File: config.mk
export PLATFORM = sky130hd
export DESIGN_NAME = data_mem_arbiter
export DESIGN_NICKNAME = d
export VERILOG_FILES = /design/src/rtl/data_mem_arbiter.sv
export SDC_FILE = /design/constraint.sdc
export NUM_CORES = 1
export LEC_CHECK = 0
export CAP_MARGIN = 5
export CORE_ASPECT_RATIO = 0.5
export CORE_MARGIN = 5
export CORE_UTILIZATION = 38
export DETAILED_ROUTE_END_ITERATION = 6
export GPL_TIMING_DRIVEN = 0
export PLACE_DENSITY = 0.91
export SLEW_MARGIN = 20
export SYNTH_ARGS = -nofsm -noshare
export SYNTH_HDL_FRONTEND = slang
export SYNTH_SLANG_ARGS = --single-unit
File: constraint.sdc
create_clock -name clk -period 2.1 [get_ports clk]
set_clock_uncertainty 0.2 [all_clocks]
set_input_delay 0.42 -clock clk [delete_from_list [all_inputs] [get_ports clk]]
set_output_delay 0.42 -clock clk [all_outputs]
set_load 0.01 [all_outputs]
File: src/rtl/data_mem_arbiter.sv
`default_nettype none
// ============================================================================
// Module      : data_mem_arbiter
// Description : Two-port (A/B) arbiter in front of a single data memory.
//               Round-robin or fixed-priority grant, one-cycle memory strobe,
//               stall wait with timeout, one-cycle ack pulse per transaction.
// Revision    : 1.0 - initial release
// ============================================================================
module data_mem_arbiter #(
    parameter int TIMEOUT    = 16,
    parameter bit FIXED_PRIO = 1'b0
) (
    input  logic        clk,
    input  logic        rst_n,
    input  logic        a_req,
    input  logic        b_req,
    input  logic        a_we,
    input  logic        b_we,
    input  logic [31:0] a_addr,
    input  logic [31:0] b_addr,
    input  logic [31:0] a_wdata,
    input  logic [31:0] b_wdata,
    input  logic [3:0]  a_sign_mask,
    input  logic [3:0]  b_sign_mask,
    output logic        a_ack,
    output logic        b_ack,
    output logic [31:0] rdata,
    output logic [31:0] mem_addr,
    output logic [31:0] mem_write_data,
    output logic [3:0]  mem_sign_mask,
    output logic        mem_memread,
    output logic        mem_memwrite,
    input  logic [31:0] mem_read_data,
    input  logic        mem_clk_stall,
    output logic        busy,
    output logic        gnt_b,
    output logic        err
);

    localparam int CNT_W = (TIMEOUT > 1) ? $clog2(TIMEOUT) : 1;
    localparam logic [CNT_W-1:0] c_cnt_last = CNT_W'(TIMEOUT - 1);

    typedef enum logic [1:0] {
        S_IDLE  = 2'd0,
        S_ISSUE = 2'd1,
        S_WAIT  = 2'd2,
        S_DONE  = 2'd3
    } state_t;

    state_t           r_state;
    state_t           w_next_state;
    logic [CNT_W-1:0] r_cnt;
    logic             r_we;
    logic             r_gnt_b;
    logic             r_last_gnt;   // 1 = B was granted last
    logic             r_err;
    logic [31:0]      r_rdata;
    logic [31:0]      r_addr;
    logic [31:0]      r_wdata;
    logic [3:0]       r_mask;

    logic             w_any_req;
    logic             w_pick_b;
    logic             w_timeout;

    // Winner selection: a lone request wins outright; on a tie either A
    // always wins or the port that did not win last time gets the grant.
    always_comb begin
        w_any_req = a_req | b_req;
        w_pick_b  = b_req;
        if (a_req && b_req) begin
            w_pick_b = FIXED_PRIO ? 1'b0 : ~r_last_gnt;
        end
        w_timeout = mem_clk_stall && (r_cnt == c_cnt_last);
    end

    // Next-state logic for the IDLE -> ISSUE -> WAIT -> DONE sequence.
    always_comb begin
        w_next_state = r_state;
        case (r_state)
            S_IDLE:  if (w_any_req) w_next_state = S_ISSUE;
            S_ISSUE: w_next_state = S_WAIT;
            S_WAIT:  if (!mem_clk_stall || w_timeout) w_next_state = S_DONE;
            S_DONE:  w_next_state = S_IDLE;
            default: w_next_state = S_IDLE;
        endcase
    end

    // State register, stall counter and all holding/output registers.
    always_ff @(posedge clk or negedge rst_n) begin
        if (!rst_n) begin
            r_state    <= S_IDLE;
            r_cnt      <= '0;
            r_we       <= 1'b0;
            r_gnt_b    <= 1'b0;
            r_last_gnt <= 1'b1;
            r_err      <= 1'b0;
            r_rdata    <= '0;
            r_addr     <= '0;
            r_wdata    <= '0;
            r_mask     <= '0;
        end else begin
            r_state <= w_next_state;
            case (r_state)
                S_IDLE: begin
                    if (w_any_req) begin
                        r_gnt_b    <= w_pick_b;
                        r_last_gnt <= w_pick_b;
                        r_we       <= w_pick_b ? b_we        : a_we;
                        r_addr     <= w_pick_b ? b_addr      : a_addr;
                        r_wdata    <= w_pick_b ? b_wdata     : a_wdata;
                        r_mask     <= w_pick_b ? b_sign_mask : a_sign_mask;
                    end
                end
                S_ISSUE: begin
                    r_cnt <= '0;
                end
                S_WAIT: begin
                    if (!mem_clk_stall) begin
                        if (!r_we) begin
                            r_rdata <= mem_read_data;
                        end
                    end else if (w_timeout) begin
                        r_err <= 1'b1;
                    end else begin
                        r_cnt <= r_cnt + 1'b1;
                    end
                end
                default: begin
                end
            endcase
        end
    end

    // Strobes and acks decode directly from the registered state so that
    // reset clears them without waiting for a clock edge.
    assign mem_memread    = (r_state == S_ISSUE) && !r_we;
    assign mem_memwrite   = (r_state == S_ISSUE) &&  r_we;
    assign a_ack          = (r_state == S_DONE)  && !r_gnt_b;
    assign b_ack          = (r_state == S_DONE)  &&  r_gnt_b;
    assign busy           = (r_state != S_IDLE);
    assign gnt_b          = r_gnt_b;
    assign err            = r_err;
    assign rdata          = r_rdata;
    assign mem_addr       = r_addr;
    assign mem_write_data = r_wdata;
    assign mem_sign_mask  = r_mask;

endmodule
`default_nettype wire
==> impl_metrics.csv, run 1 <==
group,metric,value,unit
synthesis,syn_nets,600,
floorplanning,core,12700,µm²
timing,fmax,490,MHz
synthesis,synthTopCellsByCount,"dfrtp_1 (109), nand2_1 (73), o21ai_0 (71)",
synthesis,synthArstFlopShare,100,%
pwr,power_frac_seq,34.8,%
synthesis,synth.area.top_cells,"dfrtp_1 (55%), mux2i_1 (14%), o21ai_0 (7.2%)",
outcome,outcome,"completed",
drt,routed_wl,15.6,mm
drt,wl_met1,5.82,mm
pwr,p_int,0.00704,W
setup_path,ff2ff_setup_slack,0.09,ns
synthesis,synth_edf_count,0,
setup_path,worstPathRequired,1.48,ns
finish,final_nets,897,
global_route,antenna_found_initial,0,
timing,worst-slew-pin-transition,0.605,ns
finish,antenna_cells,0,
min_path,hold_class,"reg2reg",
finish,finalNonFillerCells,891,
clock_network,clock_sinks,110,
finish,stdcell_area,8330,µm²
drt,dr.pass1.iters,4,
clock_network,clock_latency,0.34,ns
placement,portBuffers,281,
synthesis,ys_seq_area_share,55.9,%
synthesis,synth-seq-cells,110,
finish,nFillCells,994,
min_path,min_to,"mem_addr[27]$_DFFE_PN0P_",
synthesis,synth_cells,419,
floorplanning,die_h,90.5,µm
synthesis,avgSynthCellArea,11.8,µm²
global_route,grt_max_degree,67,
floorplanning,initial_core_util,38.9,%
min_path,hp-start,"mem_addr[27]$_DFFE_PN0P_",
drt,drtIter0Drc,269,
drt,drc,0,
drt,wire_per_inst,17.5,µm
setup_path,reg2reg_from,"r_state[0]$_DFFE_PN0P_",
timing,hold_violations,0,
synthesis,yosys_warnings,0,
floorplanning,design.die.area,15500,µm²
placement,routabilityCongestion,0.828,
pwr,net-switching-power,0.00366,W
clock_network,cts_tree,"built",
timing,min_period,2.04,ns
drt,wl_met3,812,µm
drt,routed_via_density,4.76,
setup_path,worstSetupStartpointType,"flip-flop",
setup_path,worst_ep_arrival_time,1.42,ns
timing,slew_headroom,59.6,%
clock_network,clock_path_buffers,2,
synthesis,synth_flop_cell,"dfrtp_1",
flow_run,maxCapViolCount,0,
pwr,clkPwrFrac,16.0,%
synthesis,synth.most_common_cell,"dfrtp_1",
placement,hpwl,12.7,mm
synthesis,yosys.area.top_type,"dfrtp_1",
drt,wl_met2,8.61,mm
placement,pre_cts_ws,-0.192,ns
synthesis,yosysUniqueCellTypes,31,
drt,antenna_left,0,
drt,dr.max_layer_used,"met4",
floorplanning,rows,29,
placement,dp_cells,871,
min_path,hold_depth,2,
synthesis,synth_top_area_share,55.4,%
setup_path,cp_max_fo,5,
finish,syn_to_final_growth,69.3,%
placement,dpl_cell_area,7980,µm²
pwr,sw_frac_of_total,34.2,%
setup_path,worst_setup_path_end_kind,"primary output",
floorplanning,ios,282,
finish,drive_gt1_share,11.1,%
setup_path,regToRegEndpoint,"rdata[26]$_DFFE_PN0P_",
clock_network,htreeDepth,3,
pwr,p_per_area,1280,nW/µm²
timing,setup_viol,0,
pwr,power,0.0107,W
global_route,grt_use_total,19.9,%
clock_network,cts_buffers,9,
pwr,leakage,3.76,nW
global_route,grt_pass1_vias,4632,
setup_path,criticalPathCategory,"reg2out",
global_route,grt_first_pass_wirelength,24.4,mm
drt,vias,4243,
synthesis,netlist_area,4920,µm²
clock_network,clk_pin_slew,0.07,ns
global_route,grt_overflow_total,0,
setup_path,reg2reg_depth,6,
pwr,power_frac_comb,49.2,%
pwr,peakVddDrop,0.664,mV
clock_network,clockRootBuffer,"clkbuf_16",
timing,final.setup.worst_slack,0.0600,ns
timing,timing.final.crit_share,97.1,%
timing,drv_slew,0,
floorplanning,die_w,171,µm
timing,rsz0062_at_grt,"true",
timing,finalHoldWorstSlack,0.278,ns
-- critical path, stage by stage (launching register included) --
cell and delay, ns:
dfrtp_2 0.46, inv_2 0.11, ha_4 0.17, inv_1 0.06, dlygate4sd2_1 0.28
-- state kept, by name, indices dropped and copies added, names as in the netlist --
| register | flops |
|---|---|
| mem_addr | 32 |
| mem_write_data | 32 |
| rdata | 32 |
| mem_sign_mask | 4 |
| r_cnt | 4 |
| r_state | 2 |
| err | 1 |
| gnt_b | 1 |
| r_last_gnt | 1 |
| r_we | 1 |
-- power groups by stage --
stage,Combinational [W],Sequential [W],Clock [W]
after floorplan,0.00181,0.00416,0
final,0.00527,0.00372,0.00171
after global placement,0.00513,0.00369,0
after CTS,0.00530,0.00372,0.00175
after detailed placement,0.00527,0.00376,0
after global routing,0.00571,0.00387,0.00184
-- repair_timing --
| action | in CTS | in global routing |
|---|---|---|
| endpoints found under the setup margin | 35 | 76 |
| hold buffers | 1 | 0 |
| gates resized for setup | 11 | 11 |
| buffers inserted | 2 | 1 |
| endpoints found under the hold margin | 65 | 0 |
| pin swaps | 0 | 0 |
-- logic make-up after synthesis --
family          Yosys count  synth area share, %
compound gates           82                 8.89
fa+ha+maj                 6                 1.52
buf+inv                  30                 4.17
flops                   110                 55.9
mux                     103                 21.8
simple gates             88                 7.70
-- layer usage --
layer / vias to the layer above / global-route usage, %
met5: - / 0
met4: 0 / 5.93
li1: 2044 / -
met3: 22 / 4.59
met2: 117 / 37.4
met1: 2060 / 22.2
-- layout by cell type (no fill, tap or decap), types with 2 or more instances in the layout --
master / Yosys / final
clkdlybuf4s50_1: 0 / 275
dfrtp_1: 109 / 108
nand2_1: 73 / 73
o21ai_0: 71 / 71
mux2i_1: 70 / 70
mux2_2: 31 / 31
buf_6: 11 / 12
clkbuf_1: 11 / 10
clkbuf_16: 0 / 9
buf_4: 2 / 5
and2_1: 4 / 4
a21oi_1: 4 / 4
buf_2: 2 / 3
clkinvlp_4: 0 / 3
dlygate4sd2_1: 0 / 3
inv_2: 0 / 2
inv_1: 4 / 2
clkbuf_2: 0 / 2
nand3_1: 2 / 2
nor3b_1: 2 / 2
mux2_1: 2 / 2
ha_4: 0 / 2
ha_1: 6 / 2
ha_2: 0 / 2
-- stage by stage --
step | utilization, % | TNS (ns)
after floorplan | - | 0
after global placement | 62.8 | -413.48
after detailed placement | 63.0 | -12.31
after CTS | 65.6 | -0.00188
after global routing | 65.8 | -0.00595
final | 65.8 | 0
-- final cells by class --
class                           count  area (µm²)  area share, %
Tap cell                          170         213           2.55
Clock inverter                      6        70.1          0.841
Timing Repair Buffer              286        2870           34.4
Clock buffer                       10         229           2.75
Buffer                             26         193           2.31
Sequential cell                   110        2760           33.1
Inverter                            4        15.0          0.180
Multi-Input combinational cell    279        1990           23.9
-- worst max-delay path by stage --
stage / from / to / slack, ns / cells after the start
after detailed placement: b_req / mem_addr[16]$_DFFE_PN0P_ / -0.19 / 5
after floorplan: r_state[0]$_DFFE_PN0P_ / rdata[10]$_DFFE_PN0P_ / 0.23 / 5
final: r_state[0]$_DFFE_PN0P_ / busy / 0.06 / 4
after global placement: rst_n / mem_write_data[29]$_DFFE_PN0P_ / -3.69 / 1
after global routing: r_state[0]$_DFFE_PN0P_ / busy / -0.006 / 4
after CTS: r_state[0]$_DFFE_PN0P_ / busy / -0.002 / 4
Note: power is estimated with default switching activity, not from simulation.
==> inputs of run 2 (changes only) <==
CORE_UTILIZATION = 60   (was 38)
DONT_BUFFER_PORTS = 1   (was unset)
PLACE_DENSITY = 0.87   (was 0.91)
==> run 2 against run 1 <==
Net effect:
- the run now ends with hold timing left
- power shrank 21%
- clock-buffer cell count rose by 2
- core utilization up 1.7 points
- first-iteration DRC count fell by 39%
- critical path depth is 1 higher
- cell area is 35% lower
- fmax grew 2.9%
- critical endpoint is now rdata[2]$_DFFE_PN0P_
- global-route usage grew 2.4 points
- cell count fell by 38%
==> impl_metrics.csv, run 2 (synthesis gave the netlist of run 1 again) <==
group,metric,value,unit
drt,drc,0,
setup_path,cp_slowest_cell,"dfrtp_1",
drt,wire_per_inst,22.0,µm
min_path,hold_class,"in2async",
setup_path,cp_max_fo,10,
timing,setup_viol,0,
flow_run,maxCapViolCount,0,
setup_path,worstSetupStartpointType,"flip-flop",
floorplanning,die_h,74.1,µm
timing,finalHoldWorstSlack,-0.423,ns
setup_path,worst_setup_path_end_kind,"flip-flop",
clock_network,clock_latency,0.33,ns
clock_network,clk_pin_slew,0.07,ns
setup_path,criticalPathCategory,"reg2reg",
global_route,grt_use_total,22.3,%
placement,portBuffers,0,
finish,final_nets,612,
timing,timing.final.crit_share,94.4,%
timing,rsz0062_at_grt,"false",
drt,routed_via_density,5.87,
floorplanning,design.die.area,10200,µm²
global_route,grt_pass1_vias,3274,
floorplanning,initial_core_util,61.5,%
drt,antenna_left,0,
finish,stdcell_area,5400,µm²
placement,dpl_cell_area,5060,µm²
timing,min_period,1.98,ns
clock_network,ctsHoldBuffers,1,
finish,final_cell_mix,"dfrtp_1 (109), nand2_1 (73), o21ai_0 (71)",
floorplanning,core,8000,µm²
setup_path,crit_family,"flip-flops",
placement,routabilityCongestion,0.829,
pwr,leakage,2.66,nW
drt,vias,3215,
finish,nFillCells,612,
timing,tns,0,ns
placement,hpwl,9.40,mm
outcome,violations,"hold timing",
floorplanning,ios,282,
clock_network,clock_path_buffers,2,
floorplanning,rows,23,
floorplanning,die_w,138,µm
timing,drv_slew,0,
global_route,grt_overflow_total,0,
global_route,grt_first_pass_wirelength,17.9,mm
timing,slew_headroom,76.6,%
drt,routed_wl,12.1,mm
timing,worst-slew-pin-transition,0.351,ns
clock_network,clockRootBuffer,"clkbuf_16",
setup_path,ff2ff_setup_slack,0.12,ns
setup_path,worstPathRequired,2.11,ns
timing,hold_violations,110,
finish,syn_to_final_growth,9.73,%
clock_network,clock_sinks,110,
pwr,p_per_area,1560,nW/µm²
clock_network,cts_buffers,9,
setup_path,path_cells,"inv_1 > ha_2 > nor3b_4 > buf_6 > mux2_2",
setup_path,max_stage_delay,0.41,ns
setup_path,path_buf_inv,2,
pwr,peakVddDrop,0.730,mV
finish,layout_commonest_cell,"dfrtp_1",
global_route,antenna_found_initial,0,
setup_path,worst_ep_arrival_time,1.99,ns
timing,fmax,505,MHz
drt,dr.pass1.iters,4,
global_route,grt_max_degree,111,
drt,drtIter0Drc,163,
clock_network,htreeDepth,3,
finish,drive_gt1_share,16.5,%
clock_network,cts_tree,"built",
outcome,outcome,"complete, but fails checks",
finish,antenna_cells,0,
[run 2: worst paths after layout]
kind                                         from                        endpoint  depth (start not counted)
hold / removal                              rst_n  mem_write_data[23]$_DFFE_PN0P_                          0
setup / recovery           r_state[0]$_DFFE_PN0P_            rdata[2]$_DFFE_PN0P_                          5
min in group clk                 mem_read_data[5]            rdata[5]$_DFFE_PN0P_                          1
setup reg to reg           r_state[0]$_DFFE_PN0P_            rdata[2]$_DFFE_PN0P_                          5
max in group asynchronous                   rst_n          r_last_gnt$_DFFE_PN1P_                          0
hold reg to reg              r_cnt[0]$_DFFE_PN0P_            r_cnt[0]$_DFFE_PN0P_                          1
[run 2: repair_timing]
action                                  4_1_cts  5_1_grt
resized for setup                             0       13
endpoints found under the hold margin       111      110
endpoints found under the setup margin        0       91
buffers inserted                              0        1
[run 2: power by group]
part	internal (W)	switching, W	leakage, nW
Clock	0.000995	0.000729	0.149
Combinational	0.00105	0.00120	1.16
Sequential	0.00316	0.00128	1.35
[run 2: cell type report]
cell class / instances / area, µm² / area share (%)
plain buffers: 25 / 195 / 3.61
multi-input cells: 279 / 1970 / 36.5
repair buffers: 2 / 17.5 / 0.324
well taps: 112 / 140 / 2.59
clock buffers: 12 / 256 / 4.75
inverters: 4 / 15.0 / 0.278
flip-flops and latches: 110 / 2750 / 51.0
clock inverters: 4 / 55.1 / 1.02
[run 2: per-stage QoR]
step | instances | hold WS (ns) | utilization [%] | setup WS, ns | power, W
finish | 548 | -0.423 | 67.5 | 0.118 | 0.00841
detailed placement | 531 | -0.0732 | 63.3 | 0.0197 | 0.00674
CTS | 548 | -0.435 | 67.3 | 0.00394 | 0.00847
floorplan | 419 | -0.0756 | - | 0.230 | 0.00596
global placement | 531 | -0.0736 | 63.3 | 0.0763 | 0.00654
global route | 548 | -0.443 | 67.5 | 0.0167 | 0.00895
[run 2: routing by layer]
layer,vias to the layer above,GRT usage [%],routed length [µm],share of wire [%]
met5,-,0,0,0
met4,0,5.04,98,0.81
met3,9,7.96,956,7.9
met2,137,40.7,6260,52
met1,1595,26.1,4750,39
li1,1474,-,-,-
